`src/rtl/ppcm_defs.sv`:
```
// Shared definitions for the parallel PCM controller: device command codes,
// status register bit positions and the controller FSM state encoding.
package ppcm_defs;

   localparam logic [7:0] CMD_PROGRAM    = 8'h40;
   localparam logic [7:0] CMD_CLR_STATUS = 8'h50;
   localparam logic [7:0] CMD_READ_ARRAY = 8'hFF;

   localparam int SR_READY   = 7;
   localparam int SR_PGM_ERR = 4;
   localparam int SR_LOCK    = 1;

   typedef enum logic [3:0] {
      ST_INIT,    // holding the device in reset
      ST_IDLE,    // waiting for a Wishbone request
      ST_RD,      // array read, one bus cycle per beat
      ST_PSEL,    // pick the next selected beat to program
      ST_WCMD,    // write the program command
      ST_WDAT,    // write the beat's data
      ST_POLL,    // read status until ready or poll budget spent
      ST_CLR,     // clear status after an error
      ST_RDARR,   // return the device to read-array mode
      ST_ACK,
      ST_ERR
   } state_t;

endpackage

```
`src/rtl/ppcm_bus_cycle.sv`:
```
// Executes one timed device bus cycle. A read holds ce_n/oe_n low for T_RD
// cycles; a write holds ce_n low and drives data for 2*T_WP cycles, with we_n
// low for the first T_WP. All pins are registered. o_done is high during the
// last cycle, and a new i_start in that cycle chains the next bus cycle
// without a gap.
module ppcm_bus_cycle #(
   parameter int ADDR_BITS = 24,
   parameter int DATA_BITS = 16,
   parameter int T_RD      = 12,
   parameter int T_WP      = 6
) (
   input  logic                 clk,
   input  logic                 rst,
   input  logic                 i_start,
   input  logic                 i_write,
   input  logic [ADDR_BITS-1:0] i_addr,
   input  logic [DATA_BITS-1:0] i_data,
   output logic                 o_done,
   output logic                 o_ce_n,
   output logic                 o_oe_n,
   output logic                 o_we_n,
   output logic [ADDR_BITS-1:0] o_addr,
   output logic [DATA_BITS-1:0] o_dout,
   output logic                 o_dout_en
);

   localparam int CNT_MAX = (T_RD > 2 * T_WP) ? T_RD : 2 * T_WP;
   localparam int CW      = $clog2(CNT_MAX + 1);

   logic          r_active;
   logic          r_write;
   logic [CW-1:0] r_cnt;

   assign o_done = r_active && (r_cnt == '0);

   // Cycle counter and pin drivers; a start always wins over the end of the
   // current cycle so back-to-back beats keep the strobes asserted.
   always_ff @(posedge clk or posedge rst) begin
      if (rst) begin
         // NOTE: every flop here is a control or pin register, so all of them
         // take the reset; sequential state always uses non-blocking <=.
         r_active  <= 1'b0;
         r_write   <= 1'b0;
         r_cnt     <= '0;
         o_ce_n    <= 1'b1;
         o_oe_n    <= 1'b1;
         o_we_n    <= 1'b1;
         o_addr    <= '0;
         o_dout    <= '0;
         o_dout_en <= 1'b0;
      end else if (i_start) begin
         r_active  <= 1'b1;
         r_write   <= i_write;
         r_cnt     <= i_write ? CW'(2 * T_WP - 1) : CW'(T_RD - 1);
         o_addr    <= i_addr;
         o_dout    <= i_data;
         o_ce_n    <= 1'b0;
         o_oe_n    <= i_write;
         o_we_n    <= !i_write;
         o_dout_en <= i_write;
      end else if (r_active) begin
         if (r_cnt == '0) begin
            r_active  <= 1'b0;
            o_ce_n    <= 1'b1;
            o_oe_n    <= 1'b1;
            o_we_n    <= 1'b1;
            o_dout_en <= 1'b0;
         end else begin
            r_cnt <= r_cnt - CW'(1);
            if (r_write && r_cnt == CW'(T_WP))
               o_we_n <= 1'b1;
         end
      end
   end

endmodule

```
`src/rtl/wb_ppcm_rw.sv`:
```
// Wishbone classic slave front end for a parallel PCM device: 32-bit array
// reads split into DATA_BITS beats, and word programming with status polling,
// error clear and return to read-array mode for every selected beat.
module wb_ppcm_rw
   import ppcm_defs::*;
#(
   parameter int                    ADDR_BITS = 24,
   parameter logic [31-ADDR_BITS:0] HIGH_ADDR = 8'hFF,
   parameter int                    DATA_BITS = 16,
   parameter int                    T_RST     = 20,
   parameter int                    T_RD      = 12,
   parameter int                    T_WP      = 6,
   parameter int                    POLL_MAX  = 50000
) (
   input  logic                 clk,
   input  logic                 rst,
   output logic                 pcm_busy,
   output logic                 pcm_ce_n,
   output logic                 pcm_rst_n,
   output logic                 pcm_oe_n,
   output logic                 pcm_we_n,
   output logic [ADDR_BITS-1:0] pcm_addr,
   input  logic [DATA_BITS-1:0] pcm_din,
   output logic [DATA_BITS-1:0] pcm_dout,
   output logic                 pcm_dout_en,
   input  logic                 wbs_cyc_i,
   input  logic                 wbs_stb_i,
   input  logic                 wbs_we_i,
   input  logic [29:0]          wbs_addr_i,
   input  logic [3:0]           wbs_sel_i,
   input  logic [31:0]          wbs_data_i,
   output logic [31:0]          wbs_data_o,
   output logic                 wbs_ack_o,
   output logic                 wbs_err_o
);

   localparam int BEATS = 32 / DATA_BITS;
   localparam int BPB   = DATA_BITS / 8;
   localparam int RST_W = $clog2(T_RST + 1);
   localparam int PW    = $clog2(POLL_MAX + 1);

   state_t                 r_state, w_next;
   logic [RST_W-1:0]       r_rst_cnt;
   logic [ADDR_BITS-3:0]   r_waddr;
   logic [3:0]             r_sel;
   logic [31:0]            r_data;
   logic [2:0]             r_beat;
   logic                   r_issued;
   logic                   r_err;
   logic [PW-1:0]          r_poll;

   logic                   w_req;
   logic [31-ADDR_BITS:0]  w_hi;
   logic                   w_partial;
   logic [3:0]             w_grp;
   logic                   w_beat_sel;
   logic [DATA_BITS-1:0]   w_beat_data;
   logic [2:0]             w_addr_beat;
   logic [1:0]             w_off;
   logic                   w_start;
   logic                   w_write;
   logic [DATA_BITS-1:0]   w_bc_data;
   logic                   w_done;

   assign w_req       = wbs_cyc_i && wbs_stb_i;
   assign w_hi        = wbs_addr_i[29 -: (32 - ADDR_BITS)];
   assign w_grp       = r_sel >> (32'(r_beat) * BPB);
   assign w_beat_sel  = |w_grp[BPB-1:0];
   assign w_beat_data = DATA_BITS'(r_data >> (32'(r_beat) * DATA_BITS));
   // A read chains the next beat in the done cycle, so the address must
   // already point one beat ahead of the beat being captured.
   assign w_addr_beat = (r_state == ST_RD && r_issued) ? r_beat + 3'd1 : r_beat;
   assign w_off       = 2'(32'(w_addr_beat) * BPB);

   assign pcm_busy  = (r_state != ST_IDLE);
   assign wbs_ack_o = (r_state == ST_ACK) && wbs_cyc_i;
   assign wbs_err_o = (r_state == ST_ERR) && wbs_cyc_i;

   // Flag a write whose byte selects cover only part of a device beat.
   always_comb begin
      w_partial = 1'b0;
      for (int b = 0; b < BEATS; b++) begin
         if (wbs_sel_i[b*BPB +: BPB] != '0 && wbs_sel_i[b*BPB +: BPB] != '1)
            w_partial = 1'b1;
      end
   end

   // Next-state and bus-cycle request decode.
   always_comb begin
      // NOTE: defaults first so no path through the case leaves a signal
      // unassigned and infers a latch.
      w_next    = r_state;
      w_start   = 1'b0;
      w_write   = 1'b0;
      w_bc_data = '0;
      unique case (r_state)
         ST_INIT: begin
            if (r_rst_cnt == RST_W'(T_RST - 1))
               w_next = ST_IDLE;
         end
         ST_IDLE: begin
            if (w_req) begin
               if (w_hi != HIGH_ADDR)        w_next = ST_ERR;
               else if (!wbs_we_i)           w_next = ST_RD;
               else if (w_partial)           w_next = ST_ERR;
               else if (wbs_sel_i == 4'b0)   w_next = ST_ACK;
               else                          w_next = ST_PSEL;
            end
         end
         ST_RD: begin
            w_start = !r_issued || (w_done && r_beat != 3'(BEATS - 1));
            if (w_done && r_beat == 3'(BEATS - 1))
               w_next = ST_ACK;
         end
         ST_PSEL: begin
            if (r_err)                       w_next = ST_ERR;
            else if (r_beat == 3'(BEATS))    w_next = ST_ACK;
            else if (w_beat_sel)             w_next = ST_WCMD;
         end
         ST_WCMD: begin
            w_start   = !r_issued;
            w_write   = 1'b1;
            w_bc_data = DATA_BITS'(CMD_PROGRAM);
            if (w_done) w_next = ST_WDAT;
         end
         ST_WDAT: begin
            w_start   = !r_issued;
            w_write   = 1'b1;
            w_bc_data = w_beat_data;
            if (w_done) w_next = ST_POLL;
         end
         ST_POLL: begin
            w_start = !r_issued;
            if (w_done) begin
               if (pcm_din[SR_READY])
                  w_next = (pcm_din[SR_PGM_ERR] || pcm_din[SR_LOCK]) ? ST_CLR : ST_RDARR;
               else if (r_poll == PW'(POLL_MAX - 1))
                  w_next = ST_CLR;
            end
         end
         ST_CLR: begin
            w_start   = !r_issued;
            w_write   = 1'b1;
            w_bc_data = DATA_BITS'(CMD_CLR_STATUS);
            if (w_done) w_next = ST_RDARR;
         end
         ST_RDARR: begin
            w_start   = !r_issued;
            w_write   = 1'b1;
            w_bc_data = DATA_BITS'(CMD_READ_ARRAY);
            if (w_done) w_next = ST_PSEL;
         end
         ST_ACK, ST_ERR: w_next = ST_IDLE;
         default:        w_next = ST_INIT;
      endcase
   end

   // State register, request latch, beat/poll counters and read data capture.
   always_ff @(posedge clk or posedge rst) begin
      if (rst) begin
         r_state    <= ST_INIT;
         r_rst_cnt  <= '0;
         pcm_rst_n  <= 1'b0;
         r_waddr    <= '0;
         r_sel      <= '0;
         r_data     <= '0;
         r_beat     <= '0;
         r_issued   <= 1'b0;
         r_err      <= 1'b0;
         r_poll     <= '0;
         wbs_data_o <= '0;
      end else begin
         r_state  <= w_next;
         r_issued <= w_done ? w_start : (r_issued | w_start);
         if (w_next == ST_CLR)
            r_err <= 1'b1;
         unique case (r_state)
            ST_INIT: begin
               r_rst_cnt <= r_rst_cnt + RST_W'(1);
               if (w_next == ST_IDLE)
                  pcm_rst_n <= 1'b1;
            end
            ST_IDLE: begin
               if (w_req) begin
                  r_waddr <= wbs_addr_i[ADDR_BITS-3:0];
                  r_sel   <= wbs_sel_i;
                  r_data  <= wbs_data_i;
                  r_beat  <= '0;
                  r_err   <= 1'b0;
                  r_poll  <= '0;
               end
            end
            ST_RD: begin
               if (w_done) begin
                  wbs_data_o[32'(r_beat) * DATA_BITS +: DATA_BITS] <= pcm_din;
                  r_beat <= r_beat + 3'd1;
               end
            end
            ST_PSEL: begin
               if (w_next == ST_PSEL)
                  r_beat <= r_beat + 3'd1;
            end
            ST_POLL: begin
               if (w_done)
                  r_poll <= r_poll + PW'(1);
            end
            ST_RDARR: begin
               if (w_done) begin
                  r_beat <= r_beat + 3'd1;
                  r_poll <= '0;
               end
            end
            default: ;
         endcase
      end
   end

   ppcm_bus_cycle #(
      .ADDR_BITS (ADDR_BITS),
      .DATA_BITS (DATA_BITS),
      .T_RD      (T_RD),
      .T_WP      (T_WP)
   ) u_bus (
      .clk       (clk),
      .rst       (rst),
      .i_start   (w_start),
      .i_write   (w_write),
      .i_addr    ({r_waddr, w_off}),
      .i_data    (w_bc_data),
      .o_done    (w_done),
      .o_ce_n    (pcm_ce_n),
      .o_oe_n    (pcm_oe_n),
      .o_we_n    (pcm_we_n),
      .o_addr    (pcm_addr),
      .o_dout    (pcm_dout),
      .o_dout_en (pcm_dout_en)
   );

endmodule

```
`config.mk`:
```
export PLATFORM = sky130hd
export DESIGN_NAME = wb_ppcm_rw
export DESIGN_NICKNAME = d
export VERILOG_FILES = /design/src/rtl/ppcm_defs.sv /design/src/rtl/ppcm_bus_cycle.sv /design/src/rtl/wb_ppcm_rw.sv
export SDC_FILE = /design/constraint.sdc
export NUM_CORES = 1
export LEC_CHECK = 0
export ABC_AREA = 0
export CORE_MARGIN = 4
export CORE_UTILIZATION = 44
export CTS_BUF_LIST = sky130_fd_sc_hd__clkbuf_8
export CTS_CLUSTER_SIZE = 14
export DETAILED_ROUTE_END_ITERATION = 6
export PLACE_DENSITY = 0.76
export RECOVER_POWER = 25
export SETUP_SLACK_MARGIN = 0.1
export SYNTH_ARGS = -nofsm -noshare
export SYNTH_HDL_FRONTEND = slang
export SYNTH_HIERARCHICAL = 1
export SYNTH_SLANG_ARGS = --single-unit
export TNS_END_PERCENT = 30
```
`constraint.sdc`:
```
create_clock -name clk -period 5.3 [get_ports clk]
set_clock_uncertainty 0.15 [all_clocks]
set_input_delay 1.59 -clock clk [delete_from_list [all_inputs] [get_ports clk]]
set_output_delay 1.59 -clock clk [all_outputs]
set_load 0.05 [all_outputs]
```
==> impl_metrics.toml <==
[final_layout]
nFillCells = 1515
multi_input_comb_area_mm2 = 0.003288
syn2layout_area_growth_pct = 28.89
antennaDiodeCount = 0
drive_gt1_share_pct = 6.135
fin_nets = 1064
regArea_mm2 = 0.004283

[synthesis]
syn_inst = 813
synth_ff_type = "dfrtp_1"
synth_warnings = 6
synth_seq_cells = 171
synth_area_mm2 = 0.007807
ys_async_sr_fraction_pct = 100.0
synth_fp_nets = 912
yosysSeqAreaShare_pct = 54.86
syn_avg_cell_area_um2 = 9.603
ys_types = 64
synth_edf_count = 0

[die]
die_area_mm2 = 0.01994
die_w_um = 141.2
die_h_um = 141.2
design.core.area_mm2 = 0.01736
ios = 167
initial_core_util_pct = 44.98
num_rows = 48

[outcome]
violations = "capacitance limit, slew limit"
status = "finished with violations"

[setup_path]
crit_slowest_cell = "clkdlybuf4s50_1"
cp.arrival_ns = 2.75
end_kind = "primary output"
critPathMaxFanout = 3
worstPathBufferInverterCount = 2
critPathTopFamily = "buffers and inverters"
critical_path_required_ns = 3.56
cp-start-kind = "input pin"
worstPathCellList = "clkdlybuf4s50_1 -> nand3b_1 -> nor2_1 -> buf_4"
slowest_delay_ns = 0.51
worstSetupPathType = "input pin to primary output"

[route]
vias = 6152
first_pass_iters = 6
drt_iter0_drc = 366
drtAntennaViolNets = 0
routed_wl_um = 18750
drc = 0
avgRoutedWirePerCell_um = 15.58
avgViaCountPerCell = 5.114

[placement]
dp_hpwl_um = 12770
gp_congestion = 0.8501
port_buffers = 166
pre_cts_ws_ns = 0.8134

[grt]
grt_usage_pct = 19.38
antenna_found_initial = 0
busiest_layer = "met2"
use_met1_pct = 25.64
grt_pass1_wl_um = 31010
use_met2_pct = 28.94
overflow = 0
use_met3_pct = 8.277
grt_max_degree = 64
grt_pass1_vias = 6195

[cts]
insertion_delay_ns = 0.45
cts.sinks = 171
htreeDepth = 4
cts-resized-gates = 0
cts_buffers = 17
holdBufCountCts = 0
cts_root_buf = "clkbuf_8"
cts_tree = "yes"
cts.clk_slew.worst_paths_ns = 0.09
cts_buffer_depth = 2
post_cts_buffers = 0

[sta]
finalSetupViolCount = 0
hold_viol = 0
slew-limit-headroom_pct = -66.70
fin_tns_setup_ns = 0
setup_slack_ns = 0.8116
rsz0062_at_grt = "false"
maxSlewViolCount = 110
min_period_ns = 4.488
worstMarginPinSlew_ns = 2.498
period_share_pct = 84.69
fmax_mhz = 222.8

[min_path]
min_path_type = "register to register"

[flow_run]
maxCapViolations = 2

[power]
powerDensity_mw_per_mm2 = 527.3
leakagePower_nw = 4.638
vdd_drop_max_mv = 0.3303
[stage by stage]
stage                     hold WS [ns]  power, mW  std cells  util (%)  area (um2)
after global routing            0.3465      5.680       1203     57.98       10060
final                           0.3255      5.307       1203     57.98       10060
after detailed placement        0.3071      4.447       1171     55.77        9681
after floorplan                 0.2901      3.684        813         -        7807
after CTS                       0.3310      5.369       1203     58.07       10080
after global placement          0.3030      4.395       1171     55.77        9681
[metal layers]
metal	share of wire, %	wire (um)
met1	43	8133
met2	44	8229
met3	11	2035
met4	1.9	347
met5	0	0
[tightest hold or removal path, delay by kind of cell (launching register included)]
family,cells,cell delay (ns)
flip-flops,1,0.35
AND/OR/NAND/NOR,2,0.10
[final cells by class]
type                       count  area share [%]
inverter                      18          0.6714
clock inverter                14           1.504
sequential                   171           42.56
tap                          225           2.797
clock buffer                  18           2.462
multi-input combinational    580           32.67
timing repair buffer         177           17.33
[final timing paths]
check,from,to,slack (ns),cells after the start
setup / recovery,wbs_cyc_i,wbs_err_o,0.81,4
hold / removal,r_data[20]$_DFFE_PP0P_,r_data[20]$_DFFE_PP0P_,0.33,2
setup reg to reg,u_bus/r_cnt[0]$_DFFE_PP0P_,r_beat[1]$_DFFE_PP0P_,1.89,11
hold reg to reg,r_data[20]$_DFFE_PP0P_,r_data[20]$_DFFE_PP0P_,0.33,2
max in group asynchronous,rst,r_data[22]$_DFFE_PP0P_,1.24,2
min in group asynchronous,rst,u_bus/o_addr[2]$_DFFE_PP0P_,2.05,2
[placed cells by master, fill, tap and decap left out, types with 9 or more instances in the layout]
cell type,instances
nand2_1,253
dfrtp_1,168
clkdlybuf4s50_1,163
o21ai_0,57
nor2_1,51
mux2_1,40
a21oi_1,18
inv_1,18
clkbuf_8,18
mux2i_1,16
xor2_1,12
ha_1,12
nand3_1,11
buf_4,10
nand2b_1,9
nand4_1,9
[logic make-up after synthesis]
logic type / count (synthesis) / synth area share, %
fa+ha+maj: 12 / 1.923
simple gates: 379 / 21.06
xor+xnor: 18 / 2.019
flops: 171 / 54.86
compound gates: 110 / 8.590
mux: 60 / 8.397
buf+inv: 62 / 3.109
other cells: 1 / 0.04803
[Yosys cell counts, drive strengths merged (2+ instances only)]
cell type,instances,area (um2)
o31ai,2,15.01
a21oi,18,90.09
nand3b,3,22.52
ha,12,150.1
a41oi,3,33.79
a2111oi,2,23.77
or4b,2,20.02
buf,12,55.05
xnor2,6,52.55
clkbuf,32,120.1
nand4,9,56.30
o21ai,60,300.3
a211o,2,17.52
dfstp,3,78.83
nor4b,3,26.28
nor2b,7,43.79
xor2,12,105.1
and3,3,18.77
a311o,2,20.02
nor4,2,18.77
a31oi,2,12.51
or2,3,18.77
nand4b,2,17.52
nand3,11,55.05
nand2,253,949.7
dfrtp,168,4204
a211oi,4,30.03
nand2b,9,56.30
nor3,6,30.03
a32o,2,20.02
or3b,2,17.52
and2,5,31.28
nor2,52,195.2
mux2i,16,160.2
mux2,44,495.5
inv,18,67.56
nor4bb,2,20.02
o22ai,2,12.51
[flip-flops by register name (all words and copies together), names as in the netlist, 3 cells and up]
register / flops
r_rst_cnt: 5
r_poll: 16
wbs_data_o: 32
r_state: 4
r_data: 32
r_sel: 4
r_waddr: 22
u_bus/r_cnt: 4
r_beat: 3
u_bus/o_dout: 16
u_bus/o_addr: 24
[power breakdown]
group          switching (mW)  internal [mW]
registers               0.298           1.78
logic                    1.46          0.866
clock network           0.539          0.367
total                    2.30           3.01
(Power assumes the default switching activity.)
